## config.mk

```make
export PLATFORM = sky130hd
export DESIGN_NAME = sc_level_timer
export DESIGN_NICKNAME = d
export VERILOG_FILES = /design/src/rtl/sc_level_timer.sv
export SDC_FILE = /design/constraint.sdc
export NUM_CORES = 1
export LEC_CHECK = 0
export ABC_AREA = 1
export BUFFER_PORTS_ARGS = -buffer_cell sky130_fd_sc_hd__buf_2
export CAP_MARGIN = 0
export CORE_MARGIN = 3
export CORE_UTILIZATION = 60
export CTS_CLUSTER_DIAMETER = 100
export DETAILED_ROUTE_END_ITERATION = 10
export PLACE_DENSITY = 0.91
export SLEW_MARGIN = 40
export SYNTH_ARGS = -nofsm -noshare
export SYNTH_HDL_FRONTEND = slang
export SYNTH_SLANG_ARGS = --single-unit
```

## constraint.sdc

```tcl
create_clock -name SC_LEVEL_TIMER_CLOCK_50 -period 1.9 [get_ports SC_LEVEL_TIMER_CLOCK_50]
set_input_delay 0.285 -clock SC_LEVEL_TIMER_CLOCK_50 [delete_from_list [all_inputs] [get_ports SC_LEVEL_TIMER_CLOCK_50]]
set_output_delay 0.285 -clock SC_LEVEL_TIMER_CLOCK_50 [all_outputs]
set_load 0.02 [all_outputs]
```

## src/rtl/sc_level_timer.sv

```systemverilog
// Game step timer: prescaled base tick, level-selected step period, step strobe and point counter.
// Optional macro SC_LEVEL_TIMER_SATURATE_EN makes the point counter saturate at 255 instead of wrapping.
module sc_level_timer #(
    parameter int unsigned PRESCALE_DIV = 50000,
    parameter int unsigned PERIOD_L1    = 500,
    parameter int unsigned PERIOD_L2    = 300,
    parameter int unsigned PERIOD_L3    = 150
) (
    input  logic       SC_LEVEL_TIMER_CLOCK_50,
    input  logic       SC_LEVEL_TIMER_RESET_InLow,
    input  logic       SC_LEVEL_TIMER_start_InLow,
    input  logic       SC_LEVEL_TIMER_clear_InLow,
    input  logic       SC_LEVEL_TIMER_hold_InLow,
    input  logic [1:0] SC_LEVEL_TIMER_level_InBUS,
    output logic       SC_LEVEL_TIMER_timer_OutLow,
    output logic [7:0] SC_LEVEL_TIMER_pointCounter_OutBUS,
    output logic       SC_LEVEL_TIMER_running_Out
);

    typedef enum logic [1:0] {
        ST_IDLE = 2'd0,
        ST_RUN  = 2'd1,
        ST_HOLD = 2'd2
    } state_t;

    localparam logic [15:0] PRESC_LAST = 16'(PRESCALE_DIV - 1);
    localparam logic [9:0]  L1_LAST    = 10'(PERIOD_L1 - 1);
    localparam logic [9:0]  L2_LAST    = 10'(PERIOD_L2 - 1);
    localparam logic [9:0]  L3_LAST    = 10'(PERIOD_L3 - 1);

    state_t      state;
    state_t      state_next;
    logic [15:0] presc;
    logic [15:0] presc_next;
    logic [9:0]  step;
    logic [9:0]  step_next;
    logic [7:0]  points;
    logic [7:0]  points_next;
    logic [7:0]  points_inc;
    logic [9:0]  period_last;
    logic        strobe_next;
    logic        base_tick;
    logic        terminal;

    always_comb begin
        unique case (SC_LEVEL_TIMER_level_InBUS)
            2'b10:   period_last = L2_LAST;
            2'b11:   period_last = L3_LAST;
            default: period_last = L1_LAST;
        endcase
    end

    // Using >= lets a level change to a shorter period terminate at the very next tick.
    assign base_tick = (state == ST_RUN) && (presc == PRESC_LAST);
    assign terminal  = base_tick && (step >= period_last);

`ifdef SC_LEVEL_TIMER_SATURATE_EN
    assign points_inc = (points == 8'hFF) ? points : points + 8'd1;
`else
    assign points_inc = points + 8'd1;
`endif

    always_comb begin
        state_next = state;
        if (!SC_LEVEL_TIMER_clear_InLow) begin
            state_next = ST_IDLE;
        end else begin
            unique case (state)
                ST_IDLE: if (!SC_LEVEL_TIMER_start_InLow) state_next = ST_RUN;
                ST_RUN:  if (!SC_LEVEL_TIMER_hold_InLow)  state_next = ST_HOLD;
                ST_HOLD: if (SC_LEVEL_TIMER_hold_InLow)   state_next = ST_RUN;
                default: state_next = ST_IDLE;
            endcase
        end
    end

    // Counters only move while the registered state is RUN; HOLD freezes them in place.
    always_comb begin
        presc_next  = presc;
        step_next   = step;
        points_next = points;
        strobe_next = 1'b0;
        if (!SC_LEVEL_TIMER_clear_InLow || state == ST_IDLE) begin
            presc_next  = '0;
            step_next   = '0;
            points_next = '0;
        end else if (state == ST_RUN) begin
            presc_next = base_tick ? 16'd0 : presc + 16'd1;
            if (terminal) begin
                step_next   = '0;
                strobe_next = 1'b1;
                points_next = points_inc;
            end else if (base_tick) begin
                step_next = step + 10'd1;
            end
        end
    end

    always_ff @(posedge SC_LEVEL_TIMER_CLOCK_50 or negedge SC_LEVEL_TIMER_RESET_InLow) begin
        if (!SC_LEVEL_TIMER_RESET_InLow) begin
            state                              <= ST_IDLE;
            presc                              <= '0;
            step                               <= '0;
            points                             <= '0;
            SC_LEVEL_TIMER_timer_OutLow        <= 1'b1;
            SC_LEVEL_TIMER_running_Out         <= 1'b0;
        end else begin
            state                              <= state_next;
            presc                              <= presc_next;
            step                               <= step_next;
            points                             <= points_next;
            SC_LEVEL_TIMER_timer_OutLow        <= ~strobe_next;
            SC_LEVEL_TIMER_running_Out         <= (state_next == ST_RUN);
        end
    end

    assign SC_LEVEL_TIMER_pointCounter_OutBUS = points;

endmodule

```

==> results of run 1 <==
-- cells in the mapped netlist, types with 2 or more instances --
cell / n / area (µm²)
nand2_1: 81 / 304.0
inv_1: 52 / 195.2
nor2_1: 47 / 176.4
dfrtp_1: 37 / 925.9
nand3_1: 24 / 120.1
nand4_1: 17 / 106.4
a21oi_1: 11 / 55.05
nor3_1: 11 / 55.05
xor2_1: 10 / 87.58
ha_1: 9 / 112.6
o21ai_0: 7 / 35.03
nor2_4: 4 / 45.04
a211oi_1: 3 / 22.52
nand2_2: 3 / 18.77
and3_1: 2 / 12.51
buf_2: 2 / 10.01
inv_2: 2 / 7.510
nand2_4: 2 / 22.52
nand3_2: 2 / 20.02
nand3b_1: 2 / 15.01
nor2_2: 2 / 12.51
-- cell usage in the layout, fill, tap and decap left out, types with 2 or more instances in the layout --
cell and n:
nand3_2 2, nor2_1 47, xor2_1 10, inv_2 2
nand3_1 24, buf_2 16, o21ai_0 7, and3_1 2
nand3b_1 2, buf_4 6, clkbuf_8 6, nor2_4 4
a21oi_1 11, ha_1 9, dfrtp_1 37, nand2_4 2
nand2_2 3, inv_1 52, nand2_1 81, nor2_2 2
a211oi_1 3, nand4_1 17, nor3_1 10
-- critical path: cells and delay by family, from the launching register on --
family                     cells  cell delay (ps)
and+or+nand+nor                4              410
adders and majority gates      1              210
DFF                            1              390
buffers and inverters          2              310
xor gates and xnor gates       1              180
AOI/OAI and AO/OA              1              160
-- repair_timing --
action	CTS	global route
setup endpoints to repair	0	2
hold endpoints to repair	0	0
gates resized for setup	0	1
-- state kept, by name (all words and copies together) (netlist names) --
register	cells
SC_LEVEL_TIMER_pointCounter_OutBUS	8
SC_LEVEL_TIMER_running_Out	1
SC_LEVEL_TIMER_timer_OutLow	1
presc	16
state	2
step	10
-- path summary, 6_finish.rpt --
kind | from | end | slack (ps)
min in group SC_LEVEL_TIMER_CLOCK_50 | SC_LEVEL_TIMER_hold_InLow | state[1] | 170
worst min-delay path | SC_LEVEL_TIMER_RESET_InLow | presc[1] | 30
worst max-delay path | presc[0] | step[2] | 120
max in group asynchronous | SC_LEVEL_TIMER_RESET_InLow | SC_LEVEL_TIMER_timer_OutLow | 1520
worst min register to register | presc[0] | presc[0] | 530
worst max register to register | presc[0] | step[2] | 120
-- stage by stage --
stage	utilization	setup TNS, ps	hold slack (ps)
global placement	0.6874	0	347.1
CTS	0.7112	0	46.16
detailed placement	0.6874	0	360.0
global route	0.7126	-37.94	69.87
finish	0.7126	0	33.22
floorplan	-	0	-10.59
-- routing by layer --
layer | vias to the layer above | share of wire | global-route usage
li1 | 1136 | - | -
met1 | 1074 | 0.46 | 0.2866
met2 | 69 | 0.47 | 0.3690
met3 | 17 | 0.041 | 0.04173
met4 | 0 | 0.024 | 0.09787
met5 | - | 0 | 0
-- cell families (layout without fill, tap and decap cells) --
group	after synthesis	after routing
AO/OA/AOI/OAI	24	24
buffers and inverters	61	85
flip-flops	38	38
adder cells (fa/ha/maj)	9	9
AND/OR/NAND/NOR	199	199
XOR/XNOR	11	11
-- power breakdown --
part           total, µW  switching [µW]  internal [µW]
registers            825            8.08            817
logic                134            94.6           39.1
clock network        576             283            293
total               1530             386           1150
-- final cells by class --
class	count	area [µm²]
multi-input combinational	243	1286
fill	289	1100
sequential	38	952.2
inverter	55	211.5
timing repair buffer	22	125.1
clock buffer	7	86.33
tap	48	60.06
clock inverter	1	5.005
==> impl_metrics.env, run 1 <==
export IMPL_final_antenna_net_count=0
export IMPL_grt_pass1_wl_um=9039
export IMPL_synth_xor_area_frac=0.03873
export IMPL_synth_simple_area_share=0.3727
export IMPL_fin_nets=381
export IMPL_place_ws_ps=13.02
export IMPL_diodes=0
export IMPL_clockBufferDepth=2
export IMPL_slew_viol_final=0
export IMPL_htreeDepth=2
export IMPL_max_freq_mhz=562.4
export IMPL_slowest_delay_ps=390
export IMPL_cap_violations=0
export IMPL_design_die_area_um2=4954
export IMPL_drc_errors=0
export IMPL_instances_no_fill=414
export IMPL_cts_hold_buffers=0
export IMPL_antenna_found_initial=0
export IMPL_yosysUniqueCellTypes=33
export IMPL_postPlaceCellArea_um2=2630
export IMPL_grt_pass1_vias=2161
export IMPL_cts_setup_buffers=0
export IMPL_hold_violations=0
export IMPL_ys_ff_latch=38
export IMPL_status="finished clean"
export IMPL_area_growth_pct=9.607
export IMPL_route_vias_total=2296
export IMPL_synthMuxAreaShare=0
export IMPL_synth_fa_ha_area_frac=0.04527
export IMPL_synth_edff_count=0
export IMPL_grt_start_max_net_pins=39
export IMPL_cts_tree="done"
export IMPL_via_per_inst=5.546
export IMPL_ys_async_sr_fraction=1.000
export IMPL_ys_warn_count=0
export IMPL_grt_usage=0.2244
export IMPL_ioPinCount=17
export IMPL_initial_core_util=0.6501
export IMPL_fp_coreArea_um2=3826
export IMPL_arrival_ps=1960
export IMPL_worst_setup_path_type="flip-flop to flip-flop"
export IMPL_post_route_period_util=0.9359
export IMPL_cp_end_kind="flip-flop"
export IMPL_setup_violations_final=0
export IMPL_clkLatencyLatePin_ps=290
export IMPL_port_buffers=16
export IMPL_cellLeakagePower_uw=0.001413
export IMPL_die_w_um=70.39
export IMPL_maxSlewHeadroom=0.6920
export IMPL_wirelength_um=5273
export IMPL_drt_initial_drc_count=201
export IMPL_finalCriticalPeriod_ps=1778
export IMPL_clkTransAtPathRegs_ps=70
export IMPL_rsz0062_at_grt="yes"
export IMPL_power_density_nw_per_um2=562.8
export IMPL_wl_per_cell_um=12.74
export IMPL_finalClockSkew_ps=3.383
export IMPL_hold_path_class="input port to async pin"
export IMPL_crit_path_max_fanout=9
export IMPL_crit_slowest_cell="dfrtp_1"
export IMPL_syn_mean_instance_area_um2=7.273
export IMPL_seq_area_frac_synth=0.3828
export IMPL_cts_made_buffers=5
export IMPL_final_area_um2=2726
export IMPL_die_h_um=70.39
export IMPL_grt_ovfl_total=0
export IMPL_r2r_cells=9
export IMPL_dp_cells=406
export IMPL_synth_compound_area_frac=0.05835
export IMPL_power_uw=1534
export IMPL_setup_ws_ps=121.8
export IMPL_crit_required_ps=2080
export IMPL_synth_ff_type="dfrtp_1"
export IMPL_synth_nets=358
export IMPL_worst_slew_pin_slew_ps=461.9
export IMPL_dp_hpwl_um=3893
export IMPL_first_pass_iters=4
export IMPL_cts_sinks=38
export IMPL_place_congestion=0.9273
export IMPL_cts_root_buf="clkbuf_8"
export IMPL_layout_drive_gt1_share=0.1366
export IMPL_num_rows=22
export IMPL_ir_drop_mv=0.4888
export IMPL_start_kind="flip-flop"
export IMPL_netlist_area_um2=2487
export IMPL_crit_chain="ha_1 -> nand3_1 -> inv_1 -> nand3_2 -> o21ai_4 -> buf_4 -> nand2_1 -> xor2_1 -> nor2_1"
export IMPL_synth_top_family_by_area="simple AND/OR/NAND/NOR gates"
export IMPL_syn_inst=342
Power figures use the tool's default switching activity.
==> run 2, diff against run 1 <==
Settings changed: CORE_UTILIZATION 60 to 65, PLACE_DENSITY 0.91 to 0.95.
Clock period 1.9 ns to 2.21 ns, I/O delays scaled along.
==> impl_metrics.env, run 2 (same netlist as run 1, synthesis figures left out) <==
export IMPL_design_die_area_um2=4605
export IMPL_diodes=0
export IMPL_final_area_um2=2690
export IMPL_wirelength_um=5581
export IMPL_finalCriticalPeriod_ps=1922
export IMPL_fin_nets=377
export IMPL_via_per_inst=5.760
export IMPL_port_buffers=16
export IMPL_route_vias_total=2350
export IMPL_cap_violations=0
export IMPL_cts_sinks=38
export IMPL_arrival_ps=2140
export IMPL_layout_commonest_cell="nand2_1"
export IMPL_final_antenna_net_count=0
export IMPL_instances_no_fill=408
export IMPL_largest_reg_flops=16
export IMPL_fp_coreArea_um2=3521
export IMPL_setup_violations_final=0
export IMPL_start_kind="flip-flop"
export IMPL_dp_cells=400
export IMPL_ioPinCount=17
export IMPL_cts_tree="done"
export IMPL_grt_pass1_wl_um=9183
export IMPL_violations="negative hold slack"
export IMPL_first_pass_iters=5
export IMPL_status="complete, but fails checks"
export IMPL_final_cell_mix="nand2_1, inv_1, nor2_1"
export IMPL_die_h_um=67.86
export IMPL_grt_ovfl_total=0
export IMPL_finalClockSkew_ps=12.64
export IMPL_clockBufferDepth=2
export IMPL_regMostFlops="presc"
export IMPL_maxSlewHeadroom=0.6992
export IMPL_grt_start_max_net_pins=39
export IMPL_grtUsageMet1=0.3365
export IMPL_wl_per_cell_um=13.68
export IMPL_hold_ws_ps=-18.70
export IMPL_slew_viol_final=0
export IMPL_die_w_um=67.86
export IMPL_crit_path_max_fanout=10
export IMPL_power_density_nw_per_um2=486.7
export IMPL_postPlaceCellArea_um2=2597
export IMPL_initial_core_util=0.7065
export IMPL_cp_end_kind="flip-flop"
export IMPL_post_route_period_util=0.8695
export IMPL_rsz0062_at_grt="no"
export IMPL_worst_setup_path_type="flip-flop to flip-flop"
export IMPL_post_cts_resized=0
export IMPL_worst_slew_pin_slew_ps=451.2
export IMPL_drc_errors=0
export IMPL_clkLatencyLatePin_ps=300
export IMPL_htreeDepth=2
export IMPL_grt_pass1_vias=2082
export IMPL_grt_busiest_layer="met2"
export IMPL_cts_made_buffers=5
export IMPL_grtUsageMet3=0.06404
export IMPL_layout_drive_gt1_share=0.1215
export IMPL_place_congestion=0.8907
export IMPL_cts_setup_buffers=0
export IMPL_hold_violations=35
export IMPL_tns_ps=0
export IMPL_antenna_found_initial=0
export IMPL_area_growth_pct=8.149
export IMPL_drt_initial_drc_count=240
export IMPL_crit_required_ps=2420
export IMPL_met2_usage=0.4350
export IMPL_dp_hpwl_um=3773
export IMPL_grt_usage=0.2673
export IMPL_cellLeakagePower_uw=0.001392
export IMPL_hold_path_class="input port to async pin"
export IMPL_clkTransAtPathRegs_ps=80
export IMPL_rrSetupSlack_ps=290
export IMPL_cts_root_buf="clkbuf_8"
export IMPL_ir_drop_mv=0.4104
export IMPL_cts_hold_buffers=0
export IMPL_num_rows=21
export IMPL_max_freq_mhz=520.4
## run 2: changes by cell type in the layout (fill, tap and decap cells not counted), sizes merged
cell,change
clkbuf,+1
buf,-4
clkinv,-1
## run 2: through the flow
step	setup WS, ps	hold slack [ps]	util	total power (µW)
6_report	288.4	-18.70	0.7640	1309
5_1_grt	169.0	2.694	0.7640	1361
4_1_cts	320.5	140.6	0.7633	1309
3_5_place_dp	205.2	462.4	0.7377	830.9
3_3_place_gp	288.5	455.5	0.7377	827.6
2_1_floorplan	576.8	35.91	-	796.5
## run 2: final timing paths
| kind | from | to | cells after the start |
|---|---|---|---|
| setup / recovery | step[5] | step[2] | 10 |
| hold / removal | SC_LEVEL_TIMER_RESET_InLow | presc[0] | 1 |
| setup reg to reg | step[5] | step[2] | 10 |
| hold reg to reg | presc[0] | presc[0] | 1 |
| max in group asynchronous | SC_LEVEL_TIMER_RESET_InLow | SC_LEVEL_TIMER_timer_OutLow | 1 |
| min in group SC_LEVEL_TIMER_CLOCK_50 | SC_LEVEL_TIMER_hold_InLow | state[1] | 2 |
## run 2: layout make-up
cell class / instances / area [µm²]
clock buffers: 8 / 90.09
fillers: 255 / 830.8
inverters: 55 / 211.5
multi-input cells: 243 / 1281
flip-flops and latches: 38 / 952.2
well taps: 46 / 57.56
repair buffers: 18 / 97.59
## run 2: report_power, final
part           switching, µW  internal, µW  leakage, µW
registers               6.45           702     0.000524
logic                   81.2          29.5     0.000822
clock network            236           254    0.0000455
## run 2: per-layer routing
metal	up-vias	part of all wire
li1	1134	-
met1	1076	0.42
met2	111	0.47
met3	29	0.079
met4	0	0.034
met5	-	0
## run 2: critical path: stages, from the launching register on
cell and delay, ps:
dfrtp_1 440, ha_1 350, nand4_1 110, nand2_1 50, inv_1 60, nand2_1 70
inv_1 90, nand3_2 230, nand2_4 200, nand2_4 100, nor2_1 140
